===== src/rtl/iomem_gpio.sv =====
// GPIO peripheral for the PicoSoC iomem bus: OUT/OE/IN registers plus optional
// edge-triggered interrupts with sticky W1C status, enabled by IOMEM_GPIO_IRQ_EN.
module iomem_gpio #(
    parameter int         WIDTH       = 8,
    parameter logic [7:0] BASE_ADDR   = 8'h03,
    parameter int         SYNC_STAGES = 2
) (
    input  logic             clk,
    input  logic             resetn,
    input  logic             iomem_valid,
    output logic             iomem_ready,
    input  logic [3:0]       iomem_wstrb,
    input  logic [31:0]      iomem_addr,
    input  logic [31:0]      iomem_wdata,
    output logic [31:0]      iomem_rdata,
    input  logic [WIDTH-1:0] gpio_in,
    output logic [WIDTH-1:0] gpio_out,
    output logic [WIDTH-1:0] gpio_oe,
    output logic             irq
);

    logic                              sel;
    logic [2:0]                        idx;
    logic [WIDTH-1:0]                  wmask;
    logic [WIDTH-1:0]                  wdata_w;
    logic [WIDTH-1:0]                  out_reg;
    logic [WIDTH-1:0]                  oe_reg;
    logic [WIDTH-1:0]                  s;
    logic [WIDTH-1:0]                  rd_bits;
    logic [31:0]                       rd_val;
    logic [SYNC_STAGES-1:0][WIDTH-1:0] sync_chain;
    logic                              unused_bits;

    assign sel         = iomem_valid && !iomem_ready && (iomem_addr[31:24] == BASE_ADDR);
    assign idx         = iomem_addr[4:2];
    assign wdata_w     = iomem_wdata[WIDTH-1:0];
    assign s           = sync_chain[SYNC_STAGES-1];
    assign gpio_out    = out_reg;
    assign gpio_oe     = oe_reg;
    assign unused_bits = ^{iomem_addr[23:5], iomem_addr[1:0], iomem_wdata, iomem_wstrb};

    // Expand byte strobes to a per-bit mask covering only the stored bits.
    always_comb begin
        wmask = '0;
        for (int i = 0; i < WIDTH; i++) begin
            wmask[i] = iomem_wstrb[i/8];
        end
    end

`ifdef IOMEM_GPIO_IRQ_EN
    logic [WIDTH-1:0] irq_en;
    logic [WIDTH-1:0] irq_rise;
    logic [WIDTH-1:0] irq_status;
    logic [WIDTH-1:0] p;
    logic [WIDTH-1:0] edge_event;
    logic [WIDTH-1:0] clear_mask;

    assign edge_event = irq_en & ((irq_rise & s & ~p) | (~irq_rise & ~s & p));
    assign clear_mask = (sel && idx == 3'd5) ? (wdata_w & wmask) : '0;
    assign irq        = |irq_status;

    // A new event wins over a simultaneous clear of the same bit.
    always_ff @(posedge clk) begin
        if (!resetn) begin
            irq_en     <= '0;
            irq_rise   <= '0;
            irq_status <= '0;
            p          <= '0;
        end else begin
            p          <= s;
            irq_status <= (irq_status & ~clear_mask) | edge_event;
            if (sel && idx == 3'd3) irq_en   <= (irq_en & ~wmask) | (wdata_w & wmask);
            if (sel && idx == 3'd4) irq_rise <= (irq_rise & ~wmask) | (wdata_w & wmask);
        end
    end
`else
    assign irq = 1'b0;
`endif

    always_comb begin
        rd_bits = '0;
        case (idx)
            3'd0: rd_bits = out_reg;
            3'd1: rd_bits = oe_reg;
            3'd2: rd_bits = s;
`ifdef IOMEM_GPIO_IRQ_EN
            3'd3: rd_bits = irq_en;
            3'd4: rd_bits = irq_rise;
            3'd5: rd_bits = irq_status;
`endif
            default: rd_bits = '0;
        endcase
        rd_val = '0;
        rd_val[WIDTH-1:0] = rd_bits;
    end

    // Read data is captured in the select cycle, so a combined access returns the pre-write value.
    always_ff @(posedge clk) begin
        if (!resetn) begin
            iomem_ready <= 1'b0;
            iomem_rdata <= '0;
            out_reg     <= '0;
            oe_reg      <= '0;
        end else begin
            iomem_ready <= sel;
            iomem_rdata <= sel ? rd_val : '0;
            if (sel && idx == 3'd0) out_reg <= (out_reg & ~wmask) | (wdata_w & wmask);
            if (sel && idx == 3'd1) oe_reg  <= (oe_reg & ~wmask) | (wdata_w & wmask);
        end
    end

    always_ff @(posedge clk) begin
        if (!resetn) begin
            sync_chain <= '0;
        end else begin
            sync_chain <= {sync_chain[SYNC_STAGES-2:0], gpio_in};
        end
    end

endmodule


===== config.mk =====
export PLATFORM = sky130hd
export DESIGN_NAME = iomem_gpio
export DESIGN_NICKNAME = d
export VERILOG_FILES = /design/src/rtl/iomem_gpio.sv
export SDC_FILE = /design/constraint.sdc
export NUM_CORES = 1
export LEC_CHECK = 0
export CAP_MARGIN = 30
export CORE_MARGIN = 1.5
export CORE_UTILIZATION = 37
export CTS_CLUSTER_SIZE = 24
export DETAILED_ROUTE_END_ITERATION = 8
export HOLD_SLACK_MARGIN = 0.1
export PLACE_DENSITY = 0.88
export SLEW_MARGIN = 20
export SYNTH_ARGS = -nofsm -noshare
export SYNTH_HDL_FRONTEND = slang
export SYNTH_SLANG_ARGS = --single-unit

===== constraint.sdc =====
create_clock -name clk -period 1.84 [get_ports clk]
set_input_delay 0.276 -clock clk [delete_from_list [all_inputs] [get_ports clk]]
set_output_delay 0.276 -clock clk [all_outputs]
set_load 0.05 [all_outputs]

# [Yosys cells after proc, flatten, opt, wreduce, memory -nomap -nowiden]
# Index checks and enable logic that the tools add are counted.
[word_totals] input_bits=79 wordCells=24 ff_bits=65
[op_classes] n_eq_ne=3 n_bitwise=6 n_reduce_logical=7 n_mux=1
[ops] op="AND 8 bit" n=3
[ops] op="case mux 8 bit (3 select lines)" n=1
[ops] op="bitwise OR 8 bit" n=2
[ops] op="equality test 8 x 2 -> 1 bit, second input constant" n=1
[ops] op="inverter 8 bit" n=1
[ops] op="logical AND 1 bit" n=4
[ops] op="equality test 3 x 1 -> 1 bit, second input constant" n=1
[ops] op="equality test 3 x 2 -> 1 bit, second input constant" n=1
[ops] op="zero test 3 bit" n=1
[ops] op="AND reduction 2 bit" n=1
[ops] op="zero test 1 bit" n=1

# [Depth between registers and ports, before layout]
[depth] ltp_word=4 depth_mapped=4 depth_no_buf=3

# [Least setup slack after synthesis]
# Ideal clock, no wire load.
[synth_timing] path_kind="flip-flop to flip-flop" start="reg iomem_ready" end="reg iomem_rdata[0]" path_stages_with_launch=5 slack_ns=0.404 path_buffers=1 required_ns=1.760 synth_period_minus_slack_ns=1.436 arrival_time_ns=1.355 path_cell_list="dfxtp_1 and4b_1 buf_2 nand4b_1 nor3_1"
[synth_between] elab_chain_cells=4
[synth_rtl] element="from (decl)" line_no="11" text="output logic iomem_ready,"
[synth_rtl] element="from (signal assigned)" line_no="105" text="iomem_ready <= sel;"
[synth_rtl] element="zero test 1 bit" line_no="34" text="assign sel = iomem_valid && !iomem_ready && (iomem_addr[31:24] == BASE_ADDR);"
[synth_rtl] element="logical AND 1 bit (2 in series)" line_no="34"
[synth_rtl] element="AND reduction 2 bit (no line)"
[synth_rtl] element="to (signal assigned)" line_no="106" text="iomem_rdata <= sel ? rd_val : '0;"
[synth_rtl] element="to (decl)" line_no="15" text="output logic [31:0] iomem_rdata,"
# Every way passes these cells.
# A chain may end at the register's enable or synchronous reset.

==> results.py <==
metrics = {
    "clock_network": {
        "cts_buffers": 5,
        "cts_resized": 0,
        "path_clk_slew_ns": 0.09,
        "clkSinkCount": 41,
        "clockBufferDepth": 2,
        "cts_setup_buffers": 0,
        "cts_tree": "done",
        "clock_latency_ns": 0.29,
        "ctsHoldBuffers": 0,
        "cts_htree_levels": 2,
        "cts_root_buffer": "clkbuf_8",
    },
    "power_and_ir_drop": {
        "finalPower_w": 0.00189,
        "internal-power_w": 0.00140,
        "p_sw_w": 0.000486,
        "peakVddDrop_mv": 0.337,
        "cellLeakagePower_nw": 1.05,
        "seq_power_share_pct": 48.0,
        "powerDensity_nw_per_um2": 796,
        "clkPwrFrac_pct": 38.3,
        "power.share.combinational_pct": 13.7,
        "swShare_pct": 25.8,
    },
    "outcome": {
        "failed_checks": "DRC",
        "status": "finished with violations",
    },
    "synthesis": {
        "netlist_area_um2": 1750,
        "yosysTopAreaCell": "dfxtp_1",
        "postSynthAreaPerCell_um2": 10.3,
        "synthCells": 169,
        "synth-seq-cells": 41,
        "ys_types": 21,
        "yosys-top-cells-area": "dfxtp_1 (47%), mux2i_1 (14%), buf_4 (11%), and2_1 (5.7%), nand2_1 (5.6%)",
        "synth_top_area_share_pct": 47.0,
        "seq_area_frac_synth_pct": 47.0,
        "ys_warn_count": 0,
    },
    "timing": {
        "skew_ns": 0.00565,
        "setup_viol": 0,
        "min_period_ns": 1.78,
        "setup_ws_ns": 0.0622,
        "slew_headroom_pct": 65.2,
        "timing.final.hold_violations": 0,
        "slew_viol_final": 0,
        "fmax_ghz": 0.562,
        "finalSetupTns_ns": 0,
        "post-route-period-util_pct": 96.6,
        "rsz0062_at_grt": "false",
        "worst_pin_slew_ns": 0.521,
    },
    "floorplan": {
        "io_pins": 129,
        "start_util_pct": 39.3,
        "dieArea_um2": 5140,
        "core_area_um2": 4440,
        "die_w_um": 71.7,
        "rows": 24,
        "die_y_um": 71.7,
    },
    "min_path": {
        "hp-class": "flip-flop to flip-flop",
        "min-delay-start": "sync_chain[4]$_SDFF_PN0_",
    },
    "placed_design": {
        "pre_cts_slack_ns": -0.00737,
        "port-buffer-count": 55,
        "hpwl_um": 2570,
        "place_congestion": 0.690,
    },
    "setup_path": {
        "worst-path-buf-inv": 1,
        "max_stage_delay_ns": 0.82,
        "path_cells": "clkdlybuf4s50_1",
        "slowest_stage": "clkdlybuf4s50_1",
        "worst_setup_path_start_kind": "flip-flop",
        "path_max_fanout": 3,
        "worstReg2RegStart": "iomem_ready$_SDFF_PN0_",
        "setup.worst_path.end_class": "output pin",
        "worstPathArrival_ns": 1.50,
        "critPathRequiredTime_ns": 1.56,
        "critical-path-top-delay-family": "buffers and inverters",
        "crit_type": "flip-flop to output pin",
    },
    "grt": {
        "antenna_found_initial": 0,
        "grt_max_degree": 22,
        "gr-total-overflow": 0,
        "grt_usage_pct": 13.3,
        "grt_pass1_wl_um": 5130,
        "grt_pass1_vias": 1124,
    },
    "detailed_routing": {
        "routed_wl_um": 3330,
        "wl_per_cell_um": 11.9,
        "dr_total_vias": 1255,
        "postRouteAntennaNets": 0,
        "remaining_drc_errors": 7,
        "viasPerCell": 4.48,
        "drtPass1Iterations": 6,
        "drt_first_iter_violations": 42,
    },
    "final_layout": {
        "layout_common_cells": "clkdlybuf4s50_1 (52), dfxtp_1 (41), nand2_1 (26)",
        "nNetsFinal": 306,
        "final_common_cell": "clkdlybuf4s50_1",
        "utilization_pct": 53.3,
        "area_delta_synth_final_pct": 35.8,
        "n_antenna_cell": 0,
        "drive_gt1_share_pct": 10.1,
        "fill_cells": 397,
    },
    "flow_run": {
        "max_cap_violations": 0,
    },
}
==> per-stage QoR <==
step	area (µm²)	hold slack, ns	std cells
after floorplan	1840	0.403	193
after global routing	2370	0.446	280
after detailed placement	2250	0.418	272
after CTS	2370	0.436	280
after global placement	2250	0.417	272
final	2370	0.435	280
==> logic make-up after synthesis <==
kind of cell	count (synthesis)	synth area share (%)
AOI/OAI and AO/OA	8	4.01
buffers and inverters	34	13.4
DFF	41	47.0
muxes	24	13.8
other	1	0.215
and+or+nand+nor	61	21.6
==> final cells by class <==
cell class	count	area (µm²)	share of cell area, %
Clock buffer	5	68.8	2.90
Clock inverter	3	46.3	1.95
Multi-Input combinational cell	118	781	32.9
Sequential cell	41	821	34.6
Tap cell	52	65.1	2.75
Timing Repair Buffer	61	588	24.8
==> worst paths after layout <==
check | endpoint | slack [ns] | cells past startpoint
max | gpio_oe[2] | 0.06 | 1
min reg2reg | s[4]$_SDFF_PN0_ | 0.43 | 1
max reg2reg | iomem_rdata[5]$_SDFF_PN0_ | 0.43 | 3
min | s[4]$_SDFF_PN0_ | 0.43 | 1
==> layer usage <==
metal | part of all wire [%] | GRT usage, % | routed length (µm) | vias up
met5 | 0 | 0 | 0 | -
met4 | 1.9 | 5.66 | 64 | 0
met3 | 10 | 6.61 | 337 | 7
met2 | 48 | 21.5 | 1610 | 56
met1 | 40 | 14.9 | 1320 | 561
li1 | - | - | - | 631
==> synth_stat cells <==
library cell  number
buf_1              1
nor4_4             1
nor3_1             8
nand2_1           26
buf_4             26
nor2b_1            1
clkbuf_1           5
and4b_1            1
buf_2              1
buf_6              1
dfxtp_1           41
nand4b_1           1
and4bb_2           1
a2bb2oi_1          8
nand4_4            2
and2_1            16
nor4b_4            1
conb_1             1
nand2_2            1
mux2i_1           24
nor2_1             2
==> power by group through the flow <==
stage	sequential (W)	combinational, W	clock (W)
final	0.000906	0.000258	0.000722
after global placement	0.000927	0.000256	0
after detailed placement	0.000927	0.000258	0
after floorplan	0.000926	0.000218	0
after CTS	0.000906	0.000258	0.000732
after global routing	0.000908	0.000273	0.000776
Power figures use the tool's default switching activity.
